===== src/rtl/uart_pkg.sv =====
// Shared types and constants for the UART transmit scheduler.
// States SEND_H/WAIT_BH/WAIT_DH are only reachable when UART_SCHED_HDR_EN is defined.
package uart_pkg;

  localparam int CFG_W        = 5;
  localparam int CFG_LEN_LSB  = 0;
  localparam int CFG_LEN_MSB  = 1;
  localparam int CFG_PAR_EVEN = 2;
  localparam int CFG_PAR_EN   = 3;
  localparam int CFG_STOP_SEL = 4;

  localparam logic [3:0] HDR_TAG = 4'hA;

  typedef enum logic [2:0] {
    ST_IDLE,
    ST_SEND,
    ST_WAIT_B,
    ST_WAIT_D,
    ST_SEND_H,
    ST_WAIT_BH,
    ST_WAIT_DH
  } sched_state_t;

  function automatic logic [7:0] hdr_byte(input logic [2:0] id);
    return {HDR_TAG, 1'b0, id};
  endfunction

endpackage


===== src/rtl/uart_baud_tick.sv =====
// Free-running baud divider producing a registered single-cycle 16x tick.
module uart_baud_tick #(
  parameter int DIV_W = 16
) (
  input  logic             clk,
  input  logic             rst,
  input  logic [DIV_W-1:0] i_baud_div,
  output logic             o_clk16
);

  logic [DIV_W-1:0] r_cnt;
  logic             r_clk16;
  logic [DIV_W-1:0] w_cnt_next;
  logic [DIV_W-1:0] w_div_m1;
  logic             w_div_small;
  logic             w_wrap;
  logic             w_tick_next;

  // Wrapping on >= lets a shrinking divisor take effect on the very next cycle.
  assign w_div_small = (i_baud_div <= DIV_W'(1));
  assign w_div_m1    = i_baud_div - DIV_W'(1);
  assign w_wrap      = w_div_small || (r_cnt >= w_div_m1);
  assign w_cnt_next  = w_wrap ? '0 : r_cnt + DIV_W'(1);
  assign w_tick_next = w_div_small || (w_cnt_next >= w_div_m1);

  always_ff @(posedge clk or posedge rst) begin
    if (rst) begin
      r_cnt   <= '0;
      r_clk16 <= 1'b0;
    end else begin
      r_cnt   <= w_cnt_next;
      r_clk16 <= w_tick_next;
    end
  end

  assign o_clk16 = r_clk16;

endmodule


===== src/rtl/uart_tx_sched.sv =====
// Round-robin scheduler sharing one UART transmitter among N requesters.
// Define UART_SCHED_HDR_EN to prefix every grant with a {HDR_TAG, 0, id} header byte.
module uart_tx_sched
  import uart_pkg::*;
#(
  parameter  int N       = 4,
  parameter  int DIV_W   = 16,
  parameter  int BUSY_TO = 8,
  localparam int ID_W    = $clog2(N)
) (
  input  logic               clk,
  input  logic               rst,
  input  logic [N-1:0]       i_req_valid,
  input  logic [8*N-1:0]     i_req_data,
  input  logic [CFG_W*N-1:0] i_req_cfg,
  output logic [N-1:0]       o_req_ready,
  input  logic [DIV_W-1:0]   i_baud_div,
  output logic               o_clk16,
  output logic [7:0]         o_tx_data,
  output logic [CFG_W-1:0]   o_tx_cfg,
  output logic               o_tx_req,
  input  logic               i_tx_busy,
  output logic [ID_W-1:0]    o_grant_id,
  output logic               o_active,
  output logic               o_to_err
);

  localparam int TO_W = $clog2(BUSY_TO + 1);

  sched_state_t     r_state, w_state_next;
  logic [ID_W-1:0]  r_ptr;
  logic [ID_W-1:0]  r_grant_id;
  logic [7:0]       r_tx_data;
  logic [CFG_W-1:0] r_tx_cfg;
  logic             r_tx_req;
  logic             r_to_err;
  logic [TO_W-1:0]  r_to_cnt;
`ifdef UART_SCHED_HDR_EN
  logic [7:0]       r_payload;
`endif

  logic [ID_W-1:0]  w_win;
  logic [7:0]       w_win_data;
  logic [CFG_W-1:0] w_win_cfg;
  logic [N-1:0]     w_req_ready;
  logic             w_capture;
  logic             w_load_payload;
  logic             w_timeout;
  logic             w_busy_expired;

  // Scan downwards so the nearest valid requester at or after ptr wins.
  function automatic logic [ID_W-1:0] rr_pick(input logic [N-1:0] valid,
                                              input logic [ID_W-1:0] ptr);
    logic [ID_W-1:0] pick;
    pick = ptr;
    for (int k = N - 1; k >= 0; k--) begin
      int idx;
      idx = (int'(ptr) + k) % N;
      if (valid[idx]) pick = ID_W'(idx);
    end
    return pick;
  endfunction

  assign w_win          = rr_pick(i_req_valid, r_ptr);
  assign w_win_data     = i_req_data[8*w_win +: 8];
  assign w_win_cfg      = i_req_cfg[CFG_W*w_win +: CFG_W];
  assign w_busy_expired = (r_to_cnt == TO_W'(BUSY_TO - 1));

  always_comb begin
    w_state_next   = r_state;
    w_req_ready    = '0;
    w_capture      = 1'b0;
    w_load_payload = 1'b0;
    w_timeout      = 1'b0;
    case (r_state)
      ST_IDLE: begin
        if (|i_req_valid) begin
          w_req_ready = N'(1) << w_win;
          w_capture   = 1'b1;
`ifdef UART_SCHED_HDR_EN
          w_state_next = ST_SEND_H;
`else
          w_state_next = ST_SEND;
`endif
        end
      end
      ST_SEND: w_state_next = ST_WAIT_B;
      ST_WAIT_B: begin
        if (i_tx_busy) begin
          w_state_next = ST_WAIT_D;
        end else if (w_busy_expired) begin
          w_timeout    = 1'b1;
          w_state_next = ST_IDLE;
        end
      end
      ST_WAIT_D: if (!i_tx_busy) w_state_next = ST_IDLE;
`ifdef UART_SCHED_HDR_EN
      ST_SEND_H: w_state_next = ST_WAIT_BH;
      ST_WAIT_BH: begin
        if (i_tx_busy) begin
          w_state_next = ST_WAIT_DH;
        end else if (w_busy_expired) begin
          w_timeout    = 1'b1;
          w_state_next = ST_IDLE;
        end
      end
      ST_WAIT_DH: begin
        if (!i_tx_busy) begin
          w_load_payload = 1'b1;
          w_state_next   = ST_SEND;
        end
      end
`endif
      default: w_state_next = ST_IDLE;
    endcase
  end

  // The busy counter starts at 1 in the wait cycle after tx_req, so it tracks cycles since the pulse.
  always_ff @(posedge clk or posedge rst) begin
    if (rst) begin
      r_state    <= ST_IDLE;
      r_ptr      <= '0;
      r_grant_id <= '0;
      r_tx_data  <= '0;
      r_tx_cfg   <= '0;
      r_tx_req   <= 1'b0;
      r_to_err   <= 1'b0;
      r_to_cnt   <= '0;
`ifdef UART_SCHED_HDR_EN
      r_payload  <= '0;
`endif
    end else begin
      r_state  <= w_state_next;
      r_tx_req <= (w_state_next == ST_SEND) || (w_state_next == ST_SEND_H);
      if (w_capture) begin
        r_grant_id <= w_win;
        r_ptr      <= ID_W'((int'(w_win) + 1) % N);
        r_tx_cfg   <= w_win_cfg;
`ifdef UART_SCHED_HDR_EN
        r_tx_data  <= hdr_byte(3'(w_win));
        r_payload  <= w_win_data;
`else
        r_tx_data  <= w_win_data;
`endif
      end
`ifdef UART_SCHED_HDR_EN
      if (w_load_payload) r_tx_data <= r_payload;
`endif
      if (w_timeout) r_to_err <= 1'b1;
      if ((r_state == ST_SEND) || (r_state == ST_SEND_H)) begin
        r_to_cnt <= TO_W'(1);
      end else if ((r_state == ST_WAIT_B) || (r_state == ST_WAIT_BH)) begin
        r_to_cnt <= r_to_cnt + TO_W'(1);
      end
    end
  end

  uart_baud_tick #(.DIV_W(DIV_W)) u_baud_tick (
    .clk        (clk),
    .rst        (rst),
    .i_baud_div (i_baud_div),
    .o_clk16    (o_clk16)
  );

  assign o_req_ready = w_req_ready;
  assign o_tx_data   = r_tx_data;
  assign o_tx_cfg    = r_tx_cfg;
  assign o_tx_req    = r_tx_req;
  assign o_grant_id  = r_grant_id;
  assign o_active    = (r_state != ST_IDLE);
  assign o_to_err    = r_to_err;

endmodule


===== config.mk =====
export PLATFORM = sky130hd
export DESIGN_NAME = uart_tx_sched
export DESIGN_NICKNAME = d
export VERILOG_FILES = /design/src/rtl/uart_pkg.sv /design/src/rtl/uart_baud_tick.sv /design/src/rtl/uart_tx_sched.sv
export SDC_FILE = /design/constraint.sdc
export NUM_CORES = 1
export LEC_CHECK = 0
export ABC_AREA = 1
export BUFFER_PORTS_ARGS = -buffer_cell sky130_fd_sc_hd__buf_2
export CAP_MARGIN = 20
export CORE_MARGIN = 2
export CORE_UTILIZATION = 40
export DETAILED_ROUTE_END_ITERATION = 6
export MAX_ROUTING_LAYER = met4
export PLACE_DENSITY = 0.72
export RECOVER_POWER = 50
export SYNTH_ARGS = -nofsm -noshare
export SYNTH_HDL_FRONTEND = slang
export SYNTH_SLANG_ARGS = --single-unit

===== constraint.sdc =====
create_clock -name clk -period 7.1 [get_ports clk]
set_input_delay 0.355 -clock clk [delete_from_list [all_inputs] [get_ports clk]]
set_output_delay 0.355 -clock clk [all_outputs]
set_load 0.005 [all_outputs]

After elaboration in Yosys (flattened, before gate mapping)
Index checks and enable logic that the tools add are counted.
{ "word_totals": {"wordCells": 81, "register_bits": 43, "in_bits": 75, "output_inout_bits": 23} }
{ "classes": {"addsub": 7, "shifts": 3, "reduce_logical": 12, "n_bitwise": 3, "n_mul": 1, "n_mux": 30, "n_eq_ne": 8, "n_lt_le_gt_ge": 7} }
{ "ops": {"columns": ["cell", "count"], "rows": [
  ["$ge 16x16->1", 2],
  ["$shiftx 32x6->8", 1],
  ["$shiftx 20x6->5", 1],
  ["$add 16x1->16 const B", 1],
  ["$le 16x1->1 const B", 1],
  ["$mux 16", 1],
  ["$mux 4", 4],
  ["$sub 16x1->16 const B", 1],
  ["$lt 3x4->1 const B", 3],
  ["$mux 1", 12],
  ["$mux 3", 4],
  ["$pmux 3 s4", 1],
  ["$eq 3x3->1 const B", 3],
  ["$bmux 1 s2", 4],
  ["$mux 2", 4],
  ["$eq 3x1->1 const B", 2],
  ["$eq 3x2->1 const B", 2],
  ["$reduce_or 2->1", 3],
  ["$logic_or 1x1->1", 5],
  ["$mul 3x2->5 const A", 1],
  ["$add 2x1->2 const B", 2],
  ["$add 2x2->2 const B", 2],
  ["$add 4x1->4 const B", 1],
  ["$eq 4x3->1 const B", 1],
  ["7 further kinds", 9]
]} }

Depth between registers and ports, before layout
{ "depth": {"depth_word": 13, "ltp_mapped": 25, "mapped_depth_nobuf": 25} }

By module
Synthesis repeated with hierarchy kept, for this count alone.
{ "hier_totals": {"cells_unflattened": 556, "area_unflattened_um2": 3819.9} }
{ "modules_own_cells": {"columns": ["module", "cells_per_inst", "n_inst", "seq_area_each_um2", "area_per_inst_um2"], "rows": [
  ["uart_baud_tick", 288, 1, 425.4, 1999.4],
  ["uart_tx_sched", 268, 1, 650.6, 1820.5]
]} }

Worst setup path after synthesis
Ideal clock, no wire load.
{ "synth_timing": {"path_kind": "input-to-reg", "startpoint": "input port i_baud_div[0]", "endpoint": "register u_baud_tick.r_clk16 (netlist: u_baud_tick.o_clk16)", "path_buffers": 1, "required_ps": 7029, "arrival_time_ps": 3392, "setup_time_ps": 71, "path_slack_ps": 3637, "stages": 24, "cell_sequence": "inv_1 > nand2_1 > nor3_1 > nand3_1 > inv_1 > nand2_1 > nor3_1 > xnor2_1 > ha_1 > nand2_1 > inv_1 > nand3_1 > nor3_1 > nand3_1 > nand4_1 > buf_2 > nor2_1 > ha_1 > nand2_1 > inv_1 > nand3_1 > nor3_1 > nand3_1 > nand4_1"} }
{ "synth_between": {"elab_chain_len": 6, "elab_cells_between_ends": 7, "cone_classes": "add/sub (1); order compare (3); mux (1); reduce/logical (2)"} }
{ "synth_lines": {"columns": ["item", "line", "text"], "rows": [
  ["start, declared", "uart_tx_sched.sv:17", "input logic [DIV_W-1:0] i_baud_div,"],
  ["$sub 16x1->16", "uart_baud_tick.sv:21", "assign w_div_m1 = i_baud_div - DIV_W'(1);"],
  ["$ge 16x16->1", "uart_baud_tick.sv:22", "assign w_wrap = w_div_small || (r_cnt >= w_div_m1);"],
  ["$logic_or 1x1->1 *", "uart_baud_tick.sv:22", null],
  ["$mux 16 *", "uart_baud_tick.sv:23", "assign w_cnt_next = w_wrap ? '0 : r_cnt + DIV_W'(1);"],
  ["net u_baud_tick.w_cnt_next[15]", "uart_baud_tick.sv:13", "logic [DIV_W-1:0] w_cnt_next;"],
  ["$ge 16x16->1 *", "uart_baud_tick.sv:24", "assign w_tick_next = w_div_small || (w_cnt_next >= w_div_m1);"],
  ["$logic_or 1x1->1 *", "uart_baud_tick.sv:24", null],
  ["net u_baud_tick.w_tick_next", "uart_baud_tick.sv:17", "logic w_tick_next;"],
  ["end signal, assigned", "uart_baud_tick.sv:32", "r_clk16 <= w_tick_next;"],
  ["end, declared", "uart_baud_tick.sv:12", "logic r_clk16;"]
]} }
The timed path passes the listed nets; every way through them passes the cells marked *.
A chain may end at the register's enable or synchronous reset.

Final worst setup path
{ "layout_timing": {"startpoint": "input port i_baud_div[2]", "endpoint": "register u_baud_tick.r_clk16 (netlist: u_baud_tick.o_clk16)"} }
Same word-level chain as after synthesis.

==> impl_metrics.json <==
{
  "drt_iter0_markers": 111,
  "setup_tns_ns": 0,
  "stdcell_area_um2": 4165,
  "routabilityCongestion": 0.9036,
  "cp-end-kind": "register",
  "grt_max_degree": 44,
  "min_period_ns": 4.103,
  "skew_ns": 0.006247,
  "cp-start-kind": "input pin",
  "worstSetupEndpoint": "u_baud_tick.o_clk16$_DFF_PP0_",
  "synth_top_family_by_area": "simple AND/OR/NAND/NOR gates",
  "layout_common_cells": "126 x nand2_1, 90 x buf_2, 86 x nand3_1",
  "drv_slew": 44,
  "r2r_slack_ns": 3.91,
  "violations": "max-capacitance violations, max-slew violations",
  "cts_tree": "built",
  "postCtsResizedCells": 0,
  "ctsHoldBuffers": 0,
  "synth_nets": 615,
  "critPathTopFamily": "simple AND/OR/NAND/NOR gates",
  "p_per_area_nw_per_um2": 346.7,
  "fin_cells": 699,
  "synthArstFlopShare_pct": 100.0,
  "ant_nets": 0,
  "routedWlPerCell_um": 12.51,
  "synthSimpleGateAreaFrac_pct": 34.80,
  "critPathLaunch": "i_baud_div[2]",
  "placed_area_um2": 4089,
  "synth_edf_count": 0,
  "cts_buffers": 5,
  "cts-root-buf": "clkbuf_8",
  "fin_crit_sh_pct": 57.80,
  "setup_viol": 0,
  "synth_cell_types": 32,
  "ys_ff_latch": 43,
  "h-tree-depth": 2,
  "first_global_vias": 3336,
  "dpl_worst_slack_ns": 2.663,
  "cp_slowest_stage_delay_ns": 0.58,
  "r2r_cells": 15,
  "path_depth": 24,
  "antenna_found_initial": 0,
  "yosys.area_share.xor_xnor_pct": 5.911,
  "cp_common_cell": "nand2_1",
  "whs_ns": 0.2470,
  "synth_compound_gate_area_share_pct": 6.545,
  "firstDrtPassIters": 4,
  "viasPerCell": 4.984,
  "status": "complete, but fails checks",
  "synth.avg_cell_area_um2": 7.112,
  "dp.cells": 691,
  "synthMuxAreaShare_pct": 0,
  "rsz0062_at_grt": "false",
  "cts_setup_buffers": 0,
  "placementRows": 34,
  "gr-total-overflow": 0,
  "reg2reg_to": "u_baud_tick.o_clk16$_DFF_PP0_",
  "drc": 0,
  "cts_sinks": 43,
  "clk_pin_slew_ns": 0.09,
  "ys_seq_area_share_pct": 30.26,
  "path_buf_inv": 4,
  "path_cells": "buf_2, nor2_1, nand2_1, nor3_1, nand3_1, inv_1, nand2_1, nor3_1, xnor2_1, ha_1, nand2_1, inv_1, nand3_1, inv_1, a21oi_1, nand4_1, nor3b_1, ha_1, a21oi_1, o21ai_0, nand2_1, o211ai_1, nand2_1, nand4_1",
  "worstPathRequired_ns": 7.28,
  "synthCells": 500,
  "final_common_cell": "nand2_1",
  "clk_latency_ns": 0.30,
  "grt_pass1_wl_mm": 14.79,
  "yosysTopAreaCellShare_pct": 30.26,
  "leakagePower_nw": 2.242,
  "max_freq_ghz": 0.2437,
  "synth_area_leaders": "dfrtp_1 30%, ha_1 14%, nand2_1 13%",
  "io_buffers": 97,
  "drv_cap": 1,
  "timing.slew.headroom_pct": -7.868,
  "wirelength_mm": 8.746,
  "setup_slack_ns": 2.997,
  "start_util_pct": 40.97,
  "yosysWarnings": 0,
  "num_antenna_cells": 0,
  "cpMaxStageDelayCell": "nand4_1",
  "yosysTopAreaCell": "dfrtp_1",
  "regToRegStartpoint": "u_baud_tick.r_cnt[1]$_DFF_PP0_",
  "arrival_ns": 4.28,
  "drive_above_1_share_pct": 18.27,
  "fillers": 884,
  "crit_type": "input pin to register",
  "fin_nets": 705,
  "clock_tree.buffer_depth": 2,
  "dieArea_um2": 9660,
  "hpwlAfterDp_mm": 6.755,
  "die_width_um": 98.29,
  "syn_area_um2": 3556,
  "worst_slew_pin_slew_ns": 1.616,
  "critPathMaxFanout": 16,
  "hold_path_class": "input pin to register",
  "coreArea_um2": 8678,
  "ys.flop_type": "dfrtp_1",
  "synthAdderAreaFrac_pct": 14.07,
  "dieHeight_um": 98.29,
  "grt_usage_pct": 18.99,
  "syn_to_final_growth_pct": 17.14,
  "pin_count": 98,
  "vias": 3484,
  "vdd_drop_max_v": 0.0001549,
  "hold_viol": 0
}
routing by layer:
layer	global-route usage (%)	share of wire, %	vias up
met5	-	0	-
met4	4.004	0.91	0
met3	3.006	5.0	8
met2	32.55	48	92
met1	23.75	47	1560
li1	-	-	1824
synthesized netlist by cell type, drive strengths merged, types with 2 or more instances:
cell type    n
ha          40
nand3       87
inv         54
o31ai        2
nand4        3
a21oi       22
o211ai       2
nor3        12
nor2        45
xnor2        9
clkbuf       3
buf         11
nand2      131
dfrtp       43
nor3b        2
xor2        15
nor4         2
o21ai       12
registers in the layout (all words and copies together) (netlist names):
register / cells
r_ptr: 2
o_tx_cfg: 5
o_tx_data: 8
o_to_err: 1
r_state: 3
o_grant_id: 2
r_to_cnt: 4
u_baud_tick.r_cnt: 16
o_tx_req: 1
u_baud_tick.o_clk16: 1
cells by family (layout without fill, tap and decap cells):
family	count (synthesis)	count (layout)
other	1	1
AOI/OAI and AO/OA	42	42
and+or+nand+nor	282	282
DFF	43	43
buffers and inverters	68	159
adders and majority gates	40	40
xor gates and xnor gates	24	24
layout make-up:
type | instances | area (µm²) | share of cell area (%)
tap | 108 | 135.1 | 3.244
sequential | 43 | 1076 | 25.83
timing repair buffer | 97 | 476.7 | 11.44
clock inverter | 2 | 12.51 | 0.3004
multi-input combinational | 389 | 2185 | 52.45
inverter | 54 | 207.7 | 4.986
clock buffer | 6 | 72.57 | 1.742
power breakdown:
group	total, mW	switching, mW	internal (mW)	leakage (nW)
Sequential	0.402	0.0729	0.329	0.543
Combinational	0.883	0.572	0.311	1.66
Clock	0.159	0.0901	0.0689	0.0412
worst min path at each step:
| stage | from | to | slack (ns) | cells past startpoint |
|---|---|---|---|---|
| CTS | i_tx_busy | o_to_err$_DFFE_PP0P_ | 0.24 | 2 |
| global placement | o_to_err$_DFFE_PP0P_ | o_to_err$_DFFE_PP0P_ | 0.45 | 2 |
| detailed placement | o_to_err$_DFFE_PP0P_ | o_to_err$_DFFE_PP0P_ | 0.45 | 2 |
| floorplan | i_tx_busy | o_to_err$_DFFE_PP0P_ | 0.45 | 1 |
| global route | i_tx_busy | o_to_err$_DFFE_PP0P_ | 0.25 | 2 |
| finish | i_tx_busy | o_to_err$_DFFE_PP0P_ | 0.25 | 2 |
per-stage QoR:
| stage | power (mW) | utilization (%) |
|---|---|---|
| 2_1_floorplan | 1.094 | - |
| 3_3_place_gp | 1.265 | 47.12 |
| 3_5_place_dp | 1.293 | 47.12 |
| 4_1_cts | 1.455 | 48.10 |
| 5_1_grt | 1.604 | 48.00 |
| 6_report | 1.444 | 48.00 |
Note: power is estimated with default switching activity, not from simulation.
